--- config.mk ---
export PLATFORM = sky130hd
export DESIGN_NAME = idma_2d_split_midend
export DESIGN_NICKNAME = d
export VERILOG_FILES = /design/src/rtl/idma_pkg.sv /design/src/rtl/fifo_v3.sv /design/src/rtl/idma_2d_split_midend.sv
export SDC_FILE = /design/constraint.sdc
export NUM_CORES = 2
export LEC_CHECK = 0
export BUFFER_PORTS_ARGS = -buffer_cell sky130_fd_sc_hd__buf_2
export CORE_ASPECT_RATIO = 1.2
export CORE_MARGIN = 2
export CORE_UTILIZATION = 50
export DETAILED_ROUTE_END_ITERATION = 12
export PLACE_DENSITY = 0.71
export SLEW_MARGIN = 20
export SYNTH_ARGS = -nofsm -noshare
export SYNTH_HDL_FRONTEND = slang
export SYNTH_SLANG_ARGS = --single-unit
--- constraint.sdc ---
create_clock -name clk_i -period 69.9 [get_ports clk_i]
set_input_delay 10.485 -clock clk_i [delete_from_list [all_inputs] [get_ports clk_i]]
set_output_delay 10.485 -clock clk_i [all_outputs]
set_load 0.02 [all_outputs]
--- src/rtl/idma_pkg.sv ---
`default_nettype none
// ============================================================================
// Module   : idma_pkg
// Purpose  : Shared types for the iDMA 2D split mid-end: the 1D back-end
//            burst request, the 2D (nd) request wrapper and the splitter
//            FSM state encoding.
// Revision : 1.0 - initial release
// ============================================================================
package idma_pkg;

  localparam int unsigned ADDR_W = 64;
  localparam int unsigned REP_W  = 64;
  localparam int unsigned LEN_W  = 32;
  localparam int unsigned ID_W   = 4;

  // 1D back-end request. Only src_addr/dst_addr are rewritten by the
  // mid-end; every other field is carried through untouched.
  typedef struct packed {
    logic [ID_W-1:0]   id;
    logic [LEN_W-1:0]  length;
    logic [ADDR_W-1:0] src_addr;
    logic [ADDR_W-1:0] dst_addr;
    logic              decouple;
  } burst_req_t;

  // One dimension of repetition on top of the base burst.
  typedef struct packed {
    logic [REP_W-1:0]  reps;
    logic [ADDR_W-1:0] src_strides;
    logic [ADDR_W-1:0] dst_strides;
  } d_req_t;

  typedef struct packed {
    burst_req_t   burst_req;
    d_req_t [0:0] d_req;
  } nd_req_t;

  typedef enum logic [0:0] {
    IDLE  = 1'b0,
    ISSUE = 1'b1
  } idma_2d_split_state_e;

endpackage
`default_nettype wire

--- src/rtl/fifo_v3.sv ---
`default_nettype none
// ============================================================================
// Module   : fifo_v3
// Purpose  : Small synchronous FIFO (non fall-through). Push while full and
//            pop while empty are dropped; push and pop in the same cycle are
//            both applied.
// Ports    : clk_i, rst_ni (async, active-low), full_o, empty_o,
//            data_i/push_i (write side), data_o/pop_i (read side, data_o is
//            the current head).
// Revision : 1.0 - initial release
// ============================================================================
module fifo_v3 #(
  parameter int unsigned DATA_WIDTH = 32,
  parameter int unsigned DEPTH      = 4
) (
  input  logic                  clk_i,
  input  logic                  rst_ni,
  output logic                  full_o,
  output logic                  empty_o,
  input  logic [DATA_WIDTH-1:0] data_i,
  input  logic                  push_i,
  output logic [DATA_WIDTH-1:0] data_o,
  input  logic                  pop_i
);

  localparam int unsigned PTR_W = (DEPTH > 1) ? $clog2(DEPTH) : 1;
  localparam int unsigned CNT_W = PTR_W + 1;

  logic [DATA_WIDTH-1:0] r_mem [DEPTH];
  logic [PTR_W-1:0]      r_rd_ptr;
  logic [PTR_W-1:0]      r_wr_ptr;
  logic [CNT_W-1:0]      r_count;
  logic                  w_push;
  logic                  w_pop;

  assign full_o  = (r_count == CNT_W'(DEPTH));
  assign empty_o = (r_count == '0);
  assign data_o  = r_mem[r_rd_ptr];
  assign w_push  = push_i & ~full_o;
  assign w_pop   = pop_i & ~empty_o;

  always_ff @(posedge clk_i or negedge rst_ni) begin
    if (!rst_ni) begin
      r_rd_ptr <= '0;
      r_wr_ptr <= '0;
      r_count  <= '0;
      for (int unsigned i = 0; i < DEPTH; i++) r_mem[i] <= '0;
    end else begin
      if (w_push) begin
        r_mem[r_wr_ptr] <= data_i;
        // explicit wrap so non power-of-two depths also work
        r_wr_ptr <= (r_wr_ptr == PTR_W'(DEPTH - 1)) ? '0 : r_wr_ptr + 1'b1;
      end
      if (w_pop) begin
        r_rd_ptr <= (r_rd_ptr == PTR_W'(DEPTH - 1)) ? '0 : r_rd_ptr + 1'b1;
      end
      case ({w_push, w_pop})
        2'b10:   r_count <= r_count + 1'b1;
        2'b01:   r_count <= r_count - 1'b1;
        default: r_count <= r_count;
      endcase
    end
  end

endmodule
`default_nettype wire

--- src/rtl/idma_2d_split_midend.sv ---
`default_nettype none
// ============================================================================
// Module   : idma_2d_split_midend
// Purpose  : Unrolls one 2D request (base burst + reps + src/dst strides)
//            into reps consecutive 1D bursts with stride-advanced addresses,
//            counts back-end completions per 2D job and pulses nd_rsp_valid_o
//            once per whole job, in order.
// Ports    : clk_i, rst_i (async, active-high)
//            nd_req_i / nd_req_valid_i / nd_req_ready_o       2D request in
//            burst_req_o / burst_req_valid_o / burst_req_ready_i 1D burst out
//            burst_rsp_valid_i   one pulse per completed 1D burst
//            nd_rsp_valid_o      one pulse per completed 2D job
//            busy_o              splitter issuing or jobs outstanding
// Revision : 1.0 - initial release
// ============================================================================
module idma_2d_split_midend #(
  parameter int unsigned AddrWidth    = 64,
  parameter int unsigned RepWidth     = 64,
  parameter int unsigned JobFifoDepth = 4,
  parameter type         nd_req_t     = idma_pkg::nd_req_t,
  parameter type         burst_req_t  = idma_pkg::burst_req_t
) (
  input  logic       clk_i,
  input  logic       rst_i,
  input  nd_req_t    nd_req_i,
  input  logic       nd_req_valid_i,
  output logic       nd_req_ready_o,
  output burst_req_t burst_req_o,
  output logic       burst_req_valid_o,
  input  logic       burst_req_ready_i,
  input  logic       burst_rsp_valid_i,
  output logic       nd_rsp_valid_o,
  output logic       busy_o
);

  import idma_pkg::*;

  idma_2d_split_state_e r_state;
  idma_2d_split_state_e w_state_next;

  // r_req doubles as the working address register: its src_addr/dst_addr
  // fields are advanced in place, so burst_req_o is simply r_req.
  burst_req_t           r_req;
  logic [AddrWidth-1:0] r_src_stride;
  logic [AddrWidth-1:0] r_dst_stride;
  logic [RepWidth-1:0]  r_rem_reps;
  logic [RepWidth-1:0]  r_done_cnt;
  logic                 r_nd_rsp_valid;

  logic [RepWidth-1:0]  w_eff_reps;
  logic [RepWidth-1:0]  w_head_reps;
  logic [RepWidth-1:0]  w_done_inc;
  logic                 w_fifo_full;
  logic                 w_fifo_empty;
  logic                 w_accept;
  logic                 w_burst_hs;
  logic                 w_rsp_hit;
  logic                 w_job_done;
  logic                 w_rst_n;

  // reps == 0 still moves the base burst once
  assign w_eff_reps = (nd_req_i.d_req[0].reps == '0) ? RepWidth'(1)
                                                     : nd_req_i.d_req[0].reps;

  always_comb begin
    w_state_next      = r_state;
    nd_req_ready_o    = 1'b0;
    burst_req_valid_o = 1'b0;
    case (r_state)
      IDLE: begin
        nd_req_ready_o = ~w_fifo_full;
        if (nd_req_valid_i && !w_fifo_full) w_state_next = ISSUE;
      end
      ISSUE: begin
        burst_req_valid_o = 1'b1;
        if (burst_req_ready_i && (r_rem_reps == RepWidth'(1))) w_state_next = IDLE;
      end
      default: w_state_next = IDLE;
    endcase
  end

  assign w_accept    = nd_req_valid_i & nd_req_ready_o;
  assign w_burst_hs  = burst_req_valid_o & burst_req_ready_i;
  assign burst_req_o = r_req;

  always_ff @(posedge clk_i or posedge rst_i) begin
    if (rst_i) begin
      r_state      <= IDLE;
      r_req        <= '0;
      r_src_stride <= '0;
      r_dst_stride <= '0;
      r_rem_reps   <= '0;
    end else begin
      r_state <= w_state_next;
      if (w_accept) begin
        r_req        <= nd_req_i.burst_req;
        r_src_stride <= nd_req_i.d_req[0].src_strides;
        r_dst_stride <= nd_req_i.d_req[0].dst_strides;
        r_rem_reps   <= w_eff_reps;
      end else if (w_burst_hs) begin
        // two's complement strides, modulo 2^AddrWidth
        r_req.src_addr <= r_req.src_addr + r_src_stride;
        r_req.dst_addr <= r_req.dst_addr + r_dst_stride;
        r_rem_reps     <= r_rem_reps - 1'b1;
      end
    end
  end

  // Completion tracking against the oldest outstanding job. Responses with
  // no job outstanding are dropped.
  assign w_rsp_hit  = burst_rsp_valid_i & ~w_fifo_empty;
  assign w_done_inc = r_done_cnt + 1'b1;
  assign w_job_done = w_rsp_hit & (w_done_inc == w_head_reps);

  always_ff @(posedge clk_i or posedge rst_i) begin
    if (rst_i) begin
      r_done_cnt     <= '0;
      r_nd_rsp_valid <= 1'b0;
    end else begin
      r_nd_rsp_valid <= w_job_done;
      if (w_job_done)     r_done_cnt <= '0;
      else if (w_rsp_hit) r_done_cnt <= w_done_inc;
    end
  end

  assign w_rst_n = ~rst_i;

  fifo_v3 #(
    .DATA_WIDTH (RepWidth),
    .DEPTH      (JobFifoDepth)
  ) u_job_fifo (
    .clk_i   (clk_i),
    .rst_ni  (w_rst_n),
    .full_o  (w_fifo_full),
    .empty_o (w_fifo_empty),
    .data_i  (w_eff_reps),
    .push_i  (w_accept),
    .data_o  (w_head_reps),
    .pop_i   (w_job_done)
  );

  assign nd_rsp_valid_o = r_nd_rsp_valid;
  assign busy_o         = (r_state == ISSUE) | ~w_fifo_empty;

endmodule
`default_nettype wire

**Yosys cells after proc, flatten, opt, wreduce, memory -nomap -nowiden**

Index checks and enable logic that the tools add are counted.

- Flip-flop bits (word level): 686
- Bits of input ports: 362
- Output and inout port bits: 169
- Logic and storage cells: 78

- Add/subtract/negate cells: 8
- $lt $le $gt $ge: 3
- Equality and inequality tests: 7
- Muxes and demuxes: 21
- Bitwise gates (word level): 12
- Reduce and logical (&&, ||, !) cells: 9

Operators by type and width:

| cell | count |
|---|---|
| 2-to-1 mux 64 bit | 8 |
| bitwise mux 256 bit | 1 |
| 2-to-1 mux 128 bit | 2 |
| adder 64 bit | 2 |
| binary-select mux 64 bit (select 2 bit) | 1 |
| demux 64 bit (select 2 bit) | 1 |
| adder 64 x 1 -> 64 bit, second input constant | 1 |
| == test 64 x 1 -> 1 bit, second input constant | 1 |
| == test 64 bit | 1 |
| logical NOT 64 bit | 1 |
| subtractor 64 x 1 -> 64 bit, second input constant | 1 |
| bitwise AND 1 bit | 6 |
| == test 2 bit, second input constant | 3 |
| greater-or-equal comparator 3 bit, second input constant | 2 |
| inverter 2 -> 3 bit | 2 |
| case mux 3 bit (2 select lines) | 1 |
| nonzero test 2 bit | 3 |
| adder 2 x 1 -> 2 bit, second input constant | 2 |
| 2-to-1 mux 1 bit | 4 |
| 2-to-1 mux 2 bit | 2 |
| adder 3 x 1 -> 3 bit, second input constant | 1 |
| == test 3 bit, second input constant | 1 |
| logical AND 1 bit | 3 |
| logical NOT 3 bit | 1 |
| other kinds (7) | 9 |

**Depth between registers and ports, before layout**

- Depth in word-level cells: 9
- Gate-level depth with buffers: 19

**By module**

Synthesis repeated with hierarchy kept, for this count alone.

- Cells, all modules: 4242
- Area, all modules: 39628.0 µm²

Modules (own cells, without submodules):

| module | times used | cells an instance | area an instance (µm²) | seq. area each (µm²) |
|---|---|---|---|---|
| idma_2d_split_midend | 1 | 3585 | 28060.7 | 10585.2 |
| fifo_v3 | 1 | 657 | 11567.3 | 6581.3 |

**Least setup slack after synthesis**

No wires, ideal clock.

- Kind: input to register
- Start: input burst_rsp_valid_i
- End: register u_job_fifo.r_count[2]
- Setup time: 79 ps
- Arrival: 13054 ps
- Required time: 69821 ps
- Path slack: 56767 ps
- Cell stages on the path: 13
- Path buffers: 0
- Cells stage by stage: o31ai_1 -> or4_1 -> nor3_1 -> nor4bb_1 -> nand3_1 -> nor4_1 -> and4_1 -> ha_1 -> inv_1 -> fa_1 -> xor2_1 -> nor2_1 -> xor2_1

- Cells in the longest elaborated chain, start to end: 5

Ends and longest elaborated chain:

| item | line | source |
|---|---|---|
| from (decl) | idma_2d_split_midend.sv:31 | `input logic burst_rsp_valid_i,` |
| bitwise AND 1 bit (*) | idma_2d_split_midend.sv:111 | `assign w_rsp_hit = burst_rsp_valid_i & ~w_fifo_empty;` |
| bitwise AND 1 bit (*) | idma_2d_split_midend.sv:113 | `assign w_job_done = w_rsp_hit & (w_done_inc == w_head_reps);` |
| bitwise AND 1 bit (*) | fifo_v3.sv:40 | `assign w_pop = pop_i & ~empty_o;` |
| via u_job_fifo.w_pop | fifo_v3.sv:34 | `logic w_pop;` |
| == test 2 x 1 -> 1 bit / == test 2 bit (equally long branches) | fifo_v3.sv:57 | `case ({w_push, w_pop})` |
| case mux 3 bit (2 select lines) / nonzero test 2 bit (equally long branches) | n/a |  |
| to (signal assigned) | fifo_v3.sv:58 | `2'b10: r_count <= r_count + 1'b1;` |
| to (signal assigned) | fifo_v3.sv:59 | `2'b01: r_count <= r_count - 1'b1;` |
| to (signal assigned) | fifo_v3.sv:60 | `default: r_count <= r_count;` |
| to (decl) | fifo_v3.sv:32 | `logic [CNT_W-1:0] r_count;` |

The timed path passes the listed nets; every way through them passes the cells marked *.
A chain may end at the register's enable or synchronous reset.

**Worst setup path in the final report**

Ends and elaborated chain as after synthesis.

==> results.md <==
- Core box area: 78900 um^2
- Seq/Total Area, Yosys: approximately 43%
- Post-CTS Hold Buffers: 0
- CTS tree: yes
- First-pass GRT wire length: 199 mm
- CP cell instances: buf_2 > o31ai_4 > buf_4 > or4_1 > nor3_1 > nor4bb_1 > nand3_1 > nor4_1 > and4_1 > ha_1 > inv_1 > fa_1 > xor2_1 > nor2_1 > xor2_1
- Setup CP Type: in2reg
- VDD IR max: around 0.033 mV
- CP max FO: slightly above 40
- Pleak: 21.3 nW
- Peak per-stage delay on the critical path: 580 ps
- Vias per cell: approximately 6.0
- Nets: ~5000
- Async S/R FF share, synth: between 90% and 100%
- Num CTS Buffers: 73
- Highest Clock Rate: roughly 76 MHz
- Mapped Cells: roughly 4200
- Ys flop type: dfrtp_1
- HPWL after detailed placement: approximately 94 mm
- Die area: 81700 um^2
- Pwr/cell area: approximately 56 nW/um^2
- Final wirelength: around 130 mm
- Hold Vio Cnt, Final: 0
- Fraction of layout instances using a drive strength above 1: ~22%
- WL per Instance: 22.6 um
- Final worst path period share: 18.9%
- Avg Synthesized Cell Area: 9.40 um^2
- Most common cell on crit path: xor2_1
- Setup Viol. Count Final: 0
- Top-level port count: between 500 and 600
- GP Congestion: approximately 1.0
- Worst min path class: reg2reg
- Row count: about 110
- Data required time of the critical path: 70490 ps
- Final Total Pwr: between 0.002 and 0.003 W
- Clock Path Buffers: 3
- GRT Util Overall: 31.5%
- Worst-skew pair later-pin latency: around 660 ps
- RSZ-0062 raised after global routing: no
- Commonest non-fill, non-tap cell in the layout: nand2_1
- Max-slew violations: 0
- Die height: 313 um
- Largest cells by area after synthesis: dfrtp_1 43%, nand2_1 8.1%, mux2_2 7.4%
- Synth top area share: between 40% and 50%
- Grt ovf: 0
- Clk slew on worst S/H paths: 70 ps
- Slew headroom: about 16%
- Area grow syn2layout: 14.5%
- Crit end category: register
- Cell Count, Final, Fillers Out: between 5000 and 6000
- Most frequent cells in the layout: 849 x nand2_1, 684 x dfrtp_1, 530 x buf_2
- Initial antenna violation count: 38
- Max Cap Viol: 0
- H-Tree Depth: 3
- Vias in the first global route: about 34000
- Synthesis Warnings: 0
- CTS sink count: a little under 700
- FILL cells: 7016
- Crit start category: input pin
- Largest net degree at the start of global routing: around 210
- Setup Fix Bufs, Post-CTS: 0
- Slowest-stage cell, CP: or4_1
- DP Cell Count: 5571
- Setup total negative slack: 0 ps
- Status: complete, no violations
- Cell variety after synth: between 80 and 90
- CTS root buf: clkbuf_16
- ANT nets after route: 0
- Mapped Area: roughly 40000 um^2
- Flops & latches, synth: about 690
- DRC: 0
- Final Critical Period: roughly 13000 ps
- DR vias: about 35000
- Port Buf Inserts: 530
- First-pass DRT Iterations: 7
- Storage cell area: 17200 um^2
- Final core utilization: 57.6%
- Post-synth EDFFs: 0
- Initial DRC count: 3011
- Syn_nets: about 4700
- Initial Util: slightly above 50%
- Multi-input gate area: 21400 um^2
- DIE WIDTH: between 200 and 300 um
- Actual slew at the worst max-slew pin: 1240 ps
- Clk_skew: 34.4 ps
- Post-cts repair resize count: 0
- Critical Path AT: 13830 ps
- Leading area contributor after synthesis: dfrtp_1
[cells by family (layout without fill, tap and decap cells)]
family	after synthesis	after routing	share of synthesized area [%]
compound gates	908	908	14.3
xor+xnor	223	223	4.98
fa+ha+maj	138	138	4.41
buf+inv	301	744	2.99
flops	686	686	43.2
mux	332	332	11.2
other cells	0	26	0
simple gates	1634	1634	18.9
[worst max-delay path, delay by kind of cell]
kind	cells	cell delay, ps
compound gates	1	60
xor+xnor	2	310
simple gates	7	1940
buf+inv	3	440
fa+ha+maj	2	600
[metrics by stage]
stage                     hold WS (ps)  worst slack, ps  area [um^2]
after floorplan                    450            40180        39700
after global placement             457            55640        43000
after detailed placement           457            55640        43000
after CTS                          472            56320        45400
after global routing               496            56120        45400
final                              471            56660        45500
[layout make-up]
| type | instances | share of cell area (%) |
|---|---|---|
| Antenna cell | 26 | 0.143 |
| Multi-Input combinational cell | 3235 | 47.1 |
| Clock inverter | 25 | 0.625 |
| Tap cell | 1035 | 2.85 |
| Sequential cell | 686 | 37.8 |
| Inverter | 56 | 0.495 |
| Clock buffer | 104 | 4.63 |
| Timing Repair Buffer | 559 | 6.35 |
[path summary, 6_finish.rpt]
check,startpoint,endpoint,slack (ps),cells after the start
worst max-delay path,burst_rsp_valid_i,u_job_fifo.r_count[2],56660,15
worst min-delay path,burst_req_o[134],burst_req_o[134],470,2
worst max register to register,r_done_cnt[5],r_done_cnt[6],64400,12
worst min register to register,burst_req_o[134],burst_req_o[134],470,2
max in group asynchronous,rst_i,u_job_fifo.r_mem[151],56710,5
min in group asynchronous,rst_i,burst_req_o[102],10030,2
[state kept, by name, indices dropped and copies added (netlist names)]
register and cells:
burst_req_o 165, nd_rsp_valid_o 1, r_done_cnt 64, r_dst_stride 64, r_rem_reps 64, r_src_stride 64, r_state 1, u_job_fifo.r_count 3
u_job_fifo.r_mem 256, u_job_fifo.r_rd_ptr 2, u_job_fifo.r_wr_ptr 2
[cell usage after synthesis, types with 20 or more instances]
master and number:
or4_1 26, and2_1 23, ha_1 135, and3_1 57, nor2_1 236, a31oi_1 43, nor3_1 49, nor2b_1 24
buf_2 21, nand2_1 854, dfrtp_1 686, a21oi_1 306, nor4_1 52, inv_1 55, nand2b_1 25, nand3_1 96
mux2_2 261, a221o_1 20, or3_1 54, a21o_1 111, mux4_2 64, xnor2_1 133, o21bai_1 21, clkbuf_1 202
nand4_1 77, o211ai_1 26, xor2_1 88, o21ai_0 201
[power by group]
group / internal (W) / switching, W / total, W
sequential: 0.000586 / 0.000163 / 0.000749
clock: 0.000226 / 0.000170 / 0.000396
combinational: 0.000575 / 0.000849 / 0.00142
total: 0.00139 / 0.00118 / 0.00257
[metal layers]
layer | wire length (um) | global-route usage, %
met5 | 92 | 0
met4 | 8190 | 18.8
met3 | 8220 | 5.57
met2 | 62300 | 51.8
met1 | 50600 | 38.6
Power figures use the tool's default switching activity.
